### config.mk
export PLATFORM = sky130hd
export DESIGN_NAME = shreg_universal_flat
export DESIGN_NICKNAME = d
export VERILOG_FILES = /design/src/rtl/shreg_universal_if.sv /design/src/rtl/shreg_universal.sv /design/src/flat_wrapper.sv
export SDC_FILE = /design/constraint.sdc
export NUM_CORES = 1
export LEC_CHECK = 0
export BUFFER_PORTS_ARGS = -buffer_cell sky130_fd_sc_hd__buf_2
export CAP_MARGIN = 15
export CORE_MARGIN = 2
export CORE_UTILIZATION = 56
export DETAILED_ROUTE_END_ITERATION = 8
export HOLD_SLACK_MARGIN = 0.06
export MAX_ROUTING_LAYER = met4
export PLACE_DENSITY = 0.83
export REMOVE_ABC_BUFFERS = 1
export SYNTH_ARGS = -nofsm -noshare
export SYNTH_HDL_FRONTEND = slang
export SYNTH_SLANG_ARGS = --single-unit
### constraint.sdc
create_clock -name clk -period 2.97 [get_ports clk]
set_clock_uncertainty 0.15 [all_clocks]
set_input_delay 0 -clock clk [delete_from_list [all_inputs] [get_ports clk]]
set_output_delay 0 -clock clk [all_outputs]
set_load 0.01 [all_outputs]
### src/rtl/shreg_universal_if.sv
// Bus bundle for shreg_universal: command/data inputs plus register and status outputs.
// SHREG_PARITY_EN adds the registered parity output.
interface shreg_universal_if #(
    parameter int WIDTH   = 8,
    parameter int SHAMT_W = 3
);
    logic               enable_ext;
    logic               start_ext;
    logic [2:0]         mode_ext;
    logic [SHAMT_W-1:0] shamt_ext;
    logic [WIDTH-1:0]   d_ext;
    logic               sin_ext;
    logic [WIDTH-1:0]   q;
    logic               sout;
    logic               busy;
    logic               done;
    logic [1:0]         dbg_state;
`ifdef SHREG_PARITY_EN
    logic               parity;
`endif

    // Handshake: start_ext is a strobe taken only in IDLE while enable_ext=1; busy marks SHIFT,
    // done marks the single DONE cycle, and neither input nor output waits on the other side.
    modport master (
        output enable_ext, start_ext, mode_ext, shamt_ext, d_ext, sin_ext,
        input  q, sout, busy, done, dbg_state
`ifdef SHREG_PARITY_EN
        , input parity
`endif
    );

    modport slave (
        input  enable_ext, start_ext, mode_ext, shamt_ext, d_ext, sin_ext,
        output q, sout, busy, done, dbg_state
`ifdef SHREG_PARITY_EN
        , output parity
`endif
    );
endinterface

### src/rtl/shreg_universal.sv
// Universal shift register with multi-step shift/rotate commands and busy/done status.
// Optional feature macro: SHREG_PARITY_EN (registered even parity of q).
module shreg_universal #(
    parameter int WIDTH   = 8,
    parameter int SHAMT_W = 3
) (
    input  logic              clk,
    input  logic              rst_ext_n,
    shreg_universal_if.slave  bus
);
    typedef enum logic [1:0] {
        S_IDLE  = 2'd0,
        S_SHIFT = 2'd1,
        S_DONE  = 2'd2
    } state_e;

    localparam logic [2:0] M_HOLD  = 3'b000;
    localparam logic [2:0] M_LOAD  = 3'b001;
    localparam logic [2:0] M_SHL   = 3'b010;
    localparam logic [2:0] M_SHR   = 3'b011;
    localparam logic [2:0] M_ROL   = 3'b100;
    localparam logic [2:0] M_ROR   = 3'b101;
    localparam logic [2:0] M_ASR   = 3'b110;
    localparam logic [2:0] M_CLEAR = 3'b111;

    state_e             state_q, state_d;
    logic [SHAMT_W-1:0] cnt_q, cnt_d;
    logic [2:0]         mode_q, mode_d;
    logic [WIDTH-1:0]   q_q, q_d;
    logic               sout_q, sout_d;

    logic [2:0]         step_mode;
    logic [WIDTH-1:0]   step_q;
    logic               step_sout;
    logic               cmd_is_shift;

    // In IDLE the first step uses the incoming command; afterwards the captured one.
    always_comb begin
        step_mode = (state_q == S_IDLE) ? bus.mode_ext : mode_q;
        step_q    = q_q;
        step_sout = sout_q;
        case (step_mode)
            M_SHL: begin step_q = {q_q[WIDTH-2:0], bus.sin_ext}; step_sout = q_q[WIDTH-1]; end
            M_SHR: begin step_q = {bus.sin_ext, q_q[WIDTH-1:1]}; step_sout = q_q[0];       end
            M_ROL: begin step_q = {q_q[WIDTH-2:0], q_q[WIDTH-1]}; step_sout = q_q[WIDTH-1]; end
            M_ROR: begin step_q = {q_q[0], q_q[WIDTH-1:1]};       step_sout = q_q[0];       end
            M_ASR: begin step_q = {q_q[WIDTH-1], q_q[WIDTH-1:1]}; step_sout = q_q[0];       end
            default: ;
        endcase
    end

    always_comb begin
        cmd_is_shift = (bus.mode_ext != M_HOLD) && (bus.mode_ext != M_LOAD) &&
                       (bus.mode_ext != M_CLEAR);
        state_d = state_q;
        cnt_d   = cnt_q;
        mode_d  = mode_q;
        q_d     = q_q;
        sout_d  = sout_q;
        if (bus.enable_ext) begin
            case (state_q)
                S_IDLE: begin
                    if (bus.start_ext) begin
                        mode_d  = bus.mode_ext;
                        state_d = S_DONE;
                        if (!cmd_is_shift) begin
                            if (bus.mode_ext == M_LOAD)  q_d = bus.d_ext;
                            if (bus.mode_ext == M_CLEAR) q_d = '0;
                        end else if (bus.shamt_ext != '0) begin
                            q_d    = step_q;
                            sout_d = step_sout;
                            cnt_d  = bus.shamt_ext - SHAMT_W'(1);
                            if (bus.shamt_ext != SHAMT_W'(1)) state_d = S_SHIFT;
                        end
                    end
                end
                S_SHIFT: begin
                    q_d    = step_q;
                    sout_d = step_sout;
                    cnt_d  = cnt_q - SHAMT_W'(1);
                    if (cnt_q == SHAMT_W'(1)) state_d = S_DONE;
                end
                S_DONE:  state_d = S_IDLE;
                default: state_d = S_IDLE;
            endcase
        end
    end

    always_ff @(posedge clk or negedge rst_ext_n) begin
        if (!rst_ext_n) begin
            state_q <= S_IDLE;
            cnt_q   <= '0;
            mode_q  <= M_HOLD;
            q_q     <= '0;
            sout_q  <= 1'b0;
        end else begin
            state_q <= state_d;
            cnt_q   <= cnt_d;
            mode_q  <= mode_d;
            q_q     <= q_d;
            sout_q  <= sout_d;
        end
    end

`ifdef SHREG_PARITY_EN
    logic parity_q;
    // q_d equals q_q whenever the edge is disabled, so parity tracks q without its own enable.
    always_ff @(posedge clk or negedge rst_ext_n) begin
        if (!rst_ext_n) parity_q <= 1'b0;
        else            parity_q <= ^q_d;
    end
    assign bus.parity = parity_q;
`endif

    assign bus.q         = q_q;
    assign bus.sout      = sout_q;
    assign bus.busy      = (state_q == S_SHIFT);
    assign bus.done      = (state_q == S_DONE);
    assign bus.dbg_state = state_q;
endmodule

### src/flat_wrapper.sv
// flat-port wrapper written by rule: the top's interface ports become plain ports
module shreg_universal_flat 
#(
    parameter int WIDTH   = 8,
    parameter int SHAMT_W = 3
)
  (clk, rst_ext_n, bus_enable_ext, bus_start_ext, bus_mode_ext, bus_shamt_ext, bus_d_ext, bus_sin_ext, bus_q, bus_sout, bus_busy, bus_done, bus_dbg_state);
  shreg_universal_if #(.WIDTH(WIDTH), .SHAMT_W(SHAMT_W)) bus_i ();
  input  logic clk;
  input  logic rst_ext_n;
  input wire logic [$bits(bus_i.enable_ext)-1:0] bus_enable_ext;
  input wire logic [$bits(bus_i.start_ext)-1:0] bus_start_ext;
  input wire logic [$bits(bus_i.mode_ext)-1:0] bus_mode_ext;
  input wire logic [$bits(bus_i.shamt_ext)-1:0] bus_shamt_ext;
  input wire logic [$bits(bus_i.d_ext)-1:0] bus_d_ext;
  input wire logic [$bits(bus_i.sin_ext)-1:0] bus_sin_ext;
  output wire logic [$bits(bus_i.q)-1:0] bus_q;
  output wire logic [$bits(bus_i.sout)-1:0] bus_sout;
  output wire logic [$bits(bus_i.busy)-1:0] bus_busy;
  output wire logic [$bits(bus_i.done)-1:0] bus_done;
  output wire logic [$bits(bus_i.dbg_state)-1:0] bus_dbg_state;
  assign bus_i.enable_ext = bus_enable_ext;
  assign bus_i.start_ext = bus_start_ext;
  assign bus_i.mode_ext = bus_mode_ext;
  assign bus_i.shamt_ext = bus_shamt_ext;
  assign bus_i.d_ext = bus_d_ext;
  assign bus_i.sin_ext = bus_sin_ext;
  assign bus_q = bus_i.q;
  assign bus_sout = bus_i.sout;
  assign bus_busy = bus_i.busy;
  assign bus_done = bus_i.done;
  assign bus_dbg_state = bus_i.dbg_state;
  shreg_universal #(.WIDTH(WIDTH), .SHAMT_W(SHAMT_W)) u_core (.clk(clk), .rst_ext_n(rst_ext_n), .bus(bus_i));
endmodule
==> summary.txt <==
Status
  – Run status: finished, final reports clean

STA
  – PnR worst setup slack: 0.185 ns
  – Hold Vio Cnt, Final: 0
  – Setup violations, final: 0
  – Slew Viols, Final: 0
  – Max Freq: 359 MHz
  – Max-slew headroom: 0.480
  – Worst Tran Pin Value: 0.777 ns
  – Final Cycle Share: 0.938
  – Tmin final: 2.79 ns
  – RSZ-0062 raised after global routing: false
  – Fin Setup TNS: 0 ns

Floorplan
  – Core Region: 2170 um2
  – Chip height: 51.6 um
  – Die Footprint: 2660 um2
  – Die Width: 51.6 um
  – I/O pin cnt: 32
  – Initial Util: 0.584
  – Site Rows: 17

CTS
  – Resized cells post-CTS: 0
  – Clock sink total: 17
  – Clock root cell: clkbuf_4
  – CTS Buffer Depth: 2
  – CTS tree: yes
  – CTS buffer count: 3
  – Worst skew pair latency: 0.30 ns
  – Htree depth: 1
  – CTS clock-pin slew for the worst setup and hold paths: 0.10 ns

Power and ir drop
  – PD cells: 875 nW/um2
  – Comb power frac: 0.595
  – Sequential Power Share: 0.318
  – Max VDD drop: 0.632 mV
  – Clock group share of total power: 0.088
  – Total power: 0.00146 W
  – Psw: 0.000664 W
  – P_leak: 0.775 nW
  – Pint: 0.000800 W
  – Sw frac: 0.454

Yosys
  – Syn avg cell area: 9.18 um2
  – Post-synthesis sequential area ratio: 0.336
  – Asr flop ratio synth: 1.00
  – Count of different cell masters after synthesis: 44
  – Post-synth EDFFs: 0
  – Yosys reg bits: 17
  – Post-Syn Instances: 138
  – Syn. warnings: 0
  – Primary FF master, synth: dfrtp_1
  – Mapped Area: 1270 um2

Critical path
  – Worst R2R Start: u_core.bus.dbg_state[0]
  – Startpoint types: flip-flop
  – CP max stage cell: dlygate4sd3_1
  – Critical Path End Type: flip-flop
  – CP cell instances: nor2_1 -> and3_1 -> nand2_1 -> dlygate4sd3_1 -> o21ai_0 -> dlygate4sd3_1
  – Slowest Stage Delay on Critical Path: 0.57 ns
  – Worst reg2reg path depth: 6
  – Most used cell, CP: dlygate4sd3_1
  – Crit path arrival time: 2.88 ns
  – Worst r2r dst: u_core.mode_q[2]
  – Reg2Reg Setup Slack: 0.18 ns
  – Crit Path Category: flip-flop to flip-flop
  – Worst endpoint required time: 3.07 ns
  – Crit path max fanout: 14

Placement
  – Hpwl dp: 2220 um
  – IO buf count: 31
  – Placement Setup Slack: 0.775 ns
  – Dpl cells: 192
  – GPL Wtd Cong: 0.894
  – Post-place instance area: 1420 um2

Route
  – # DRC: 0
  – DRT Wirelength: 3200 um
  – Via/cell ratio: 6.11
  – ANT nets after route: 0
  – Avg WL per Cell: 14.6 um
  – TritonRoute pass-1 iters: 4
  – Vias: 1339
  – DR iter-0 viols: 53

Worst hold path
  – WHS Path Cells: 4
  – Worst hold path startpoint: bus_start_ext
  – Hold endpoint: u_core.bus.dbg_state[1]
  – Worst hold path class: primary input to flip-flop

Run
  – Max cap viols: 0

Layout
  – Multi-input logic area: 751 um2
  – Share of layout cells above drive strength 1: 0.257
  – Sequential Area: 425 um2
  – Layout Cells excl Fill: 219
  – Ant diodes: 0
  – Final Cell Area: 1670 um2
  – Fillers: 162
  – # nets final: 216
  – Layout area overhead: 32.2%

GRT
  – Initial antenna violation count: 0
  – Largest net degree at the start of global routing: 18
  – All-layer global routing usage: 0.279
  – Remaining global-route overflow: 0
  – Vias in the first global route: 1253
  – First-pass GRT wire length: 5460 um
-- sequential cells by signal, indices dropped and copies added, names as in the netlist --
signal / cells
u_core.bus.q: 8
u_core.cnt_q: 3
u_core.mode_q: 3
u_core.bus.dbg_state: 2
u_core.bus.sout: 1
-- cells by family (layout without fill, tap and decap cells) --
kind of cell,Yosys count,in the layout,share of synthesized area
AO/OA/AOI/OAI,51,51,0.308
flip-flops,17,17,0.336
AND/OR/NAND/NOR,41,41,0.180
buffers and inverters,17,70,0.0711
adder cells (fa/ha/maj),5,5,0.0494
multiplexers,4,4,0.0346
XOR/XNOR,3,3,0.0208
-- what timing repair did --
item | CTS | global route
hold endpoints to repair | 32 | 0
setup buffers | 0 | 0
hold buffers | 23 | 0
-- cell usage after synthesis, types with 2 or more instances --
cell type	number	area (um2)
a221oi_1	6	52.6
and3_1	5	31.3
nand2b_1	3	18.8
inv_1	11	41.3
nor3_1	5	25.0
a221o_1	3	30.0
buf_6	2	22.5
o21ai_0	8	40.0
nand3_1	3	15.0
ha_1	5	62.6
o21bai_1	2	15.0
o22ai_1	3	18.8
mux2_2	3	33.8
or2_1	2	12.5
o2bb2ai_1	7	61.3
nand2_1	7	26.3
nor2b_1	4	25.0
dfrtp_1	17	425
xnor2_1	2	17.5
a21oi_1	7	35.0
nor2_1	6	22.5
buf_2	2	10.0
nor4b_1	2	17.5
a31oi_1	3	18.8
-- through the flow --
| stage | hold slack, ns | util |
|---|---|---|
| after floorplan | -0.446 | - |
| after global placement | -0.208 | 0.653 |
| after global routing | 0.126 | 0.772 |
| final | 0.0850 | 0.772 |
| after detailed placement | -0.206 | 0.653 |
| after CTS | 0.0775 | 0.772 |
-- cell type report --
| class | count | area share |
|---|---|---|
| multi-input combinational | 104 | 0.448 |
| tap | 28 | 0.0209 |
| sequential | 17 | 0.254 |
| timing repair buffer | 54 | 0.230 |
| inverter | 12 | 0.0299 |
| clock buffer | 3 | 0.0135 |
| clock inverter | 1 | 0.00299 |
-- metal layers --
metal,global-route usage,vias up,share of wire
li1,-,629,-
met1,0.355,646,0.42
met2,0.447,57,0.50
met3,0.0259,7,0.063
met4,0.140,0,0.018
met5,-,-,0
-- worst max-delay path, delay by kind of cell, from the launching register on --
kind | cells | cell delay [ns]
AND/OR/NAND/NOR | 3 | 0.83
buffers and inverters | 2 | 1.12
flip-flops | 1 | 0.55
AO/OA/AOI/OAI | 1 | 0.07
-- worst max path at each step --
stage	from	endpoint	slack, ns
after global routing	u_core.bus.dbg_state[0]	u_core.mode_q[2]	0.07
final	u_core.bus.dbg_state[0]	u_core.mode_q[2]	0.18
after CTS	u_core.bus.dbg_state[0]	u_core.bus.q[0]	0.33
after global placement	u_core.bus.dbg_state[0]	u_core.bus.q[2]	0.87
after detailed placement	u_core.bus.dbg_state[0]	u_core.bus.q[3]	0.77
after floorplan	u_core.bus.dbg_state[0]	u_core.bus.q[0]	0.93
-- layout by cell type (no fill, tap or decap), drive strengths merged, types with 3 or more instances in the layout --
master	netlist	routed
a31oi	3	3
a221o	4	4
clkbuf	0	3
nor3	5	5
nor2b	4	4
dfrtp	17	17
nand2	7	7
nand3	3	3
inv	11	11
a221oi	7	7
a21oi	8	8
dlygate4sd3	0	23
o22ai	3	3
nor2	6	6
o21ai	9	9
ha	5	5
nand2b	3	3
and3	5	5
mux2	3	3
a21o	3	3
buf	5	31
o2bb2ai	7	7
-- power groups by stage --
stage	Combinational (W)	Clock [W]	Sequential (W)
floorplan	0.000556	0	0.000473
global placement	0.000768	0	0.000461
detailed placement	0.000785	0	0.000468
CTS	0.000854	0.000127	0.000462
global route	0.000961	0.000141	0.000482
finish	0.000871	0.000128	0.000465
Note: power is estimated with default switching activity, not from simulation.
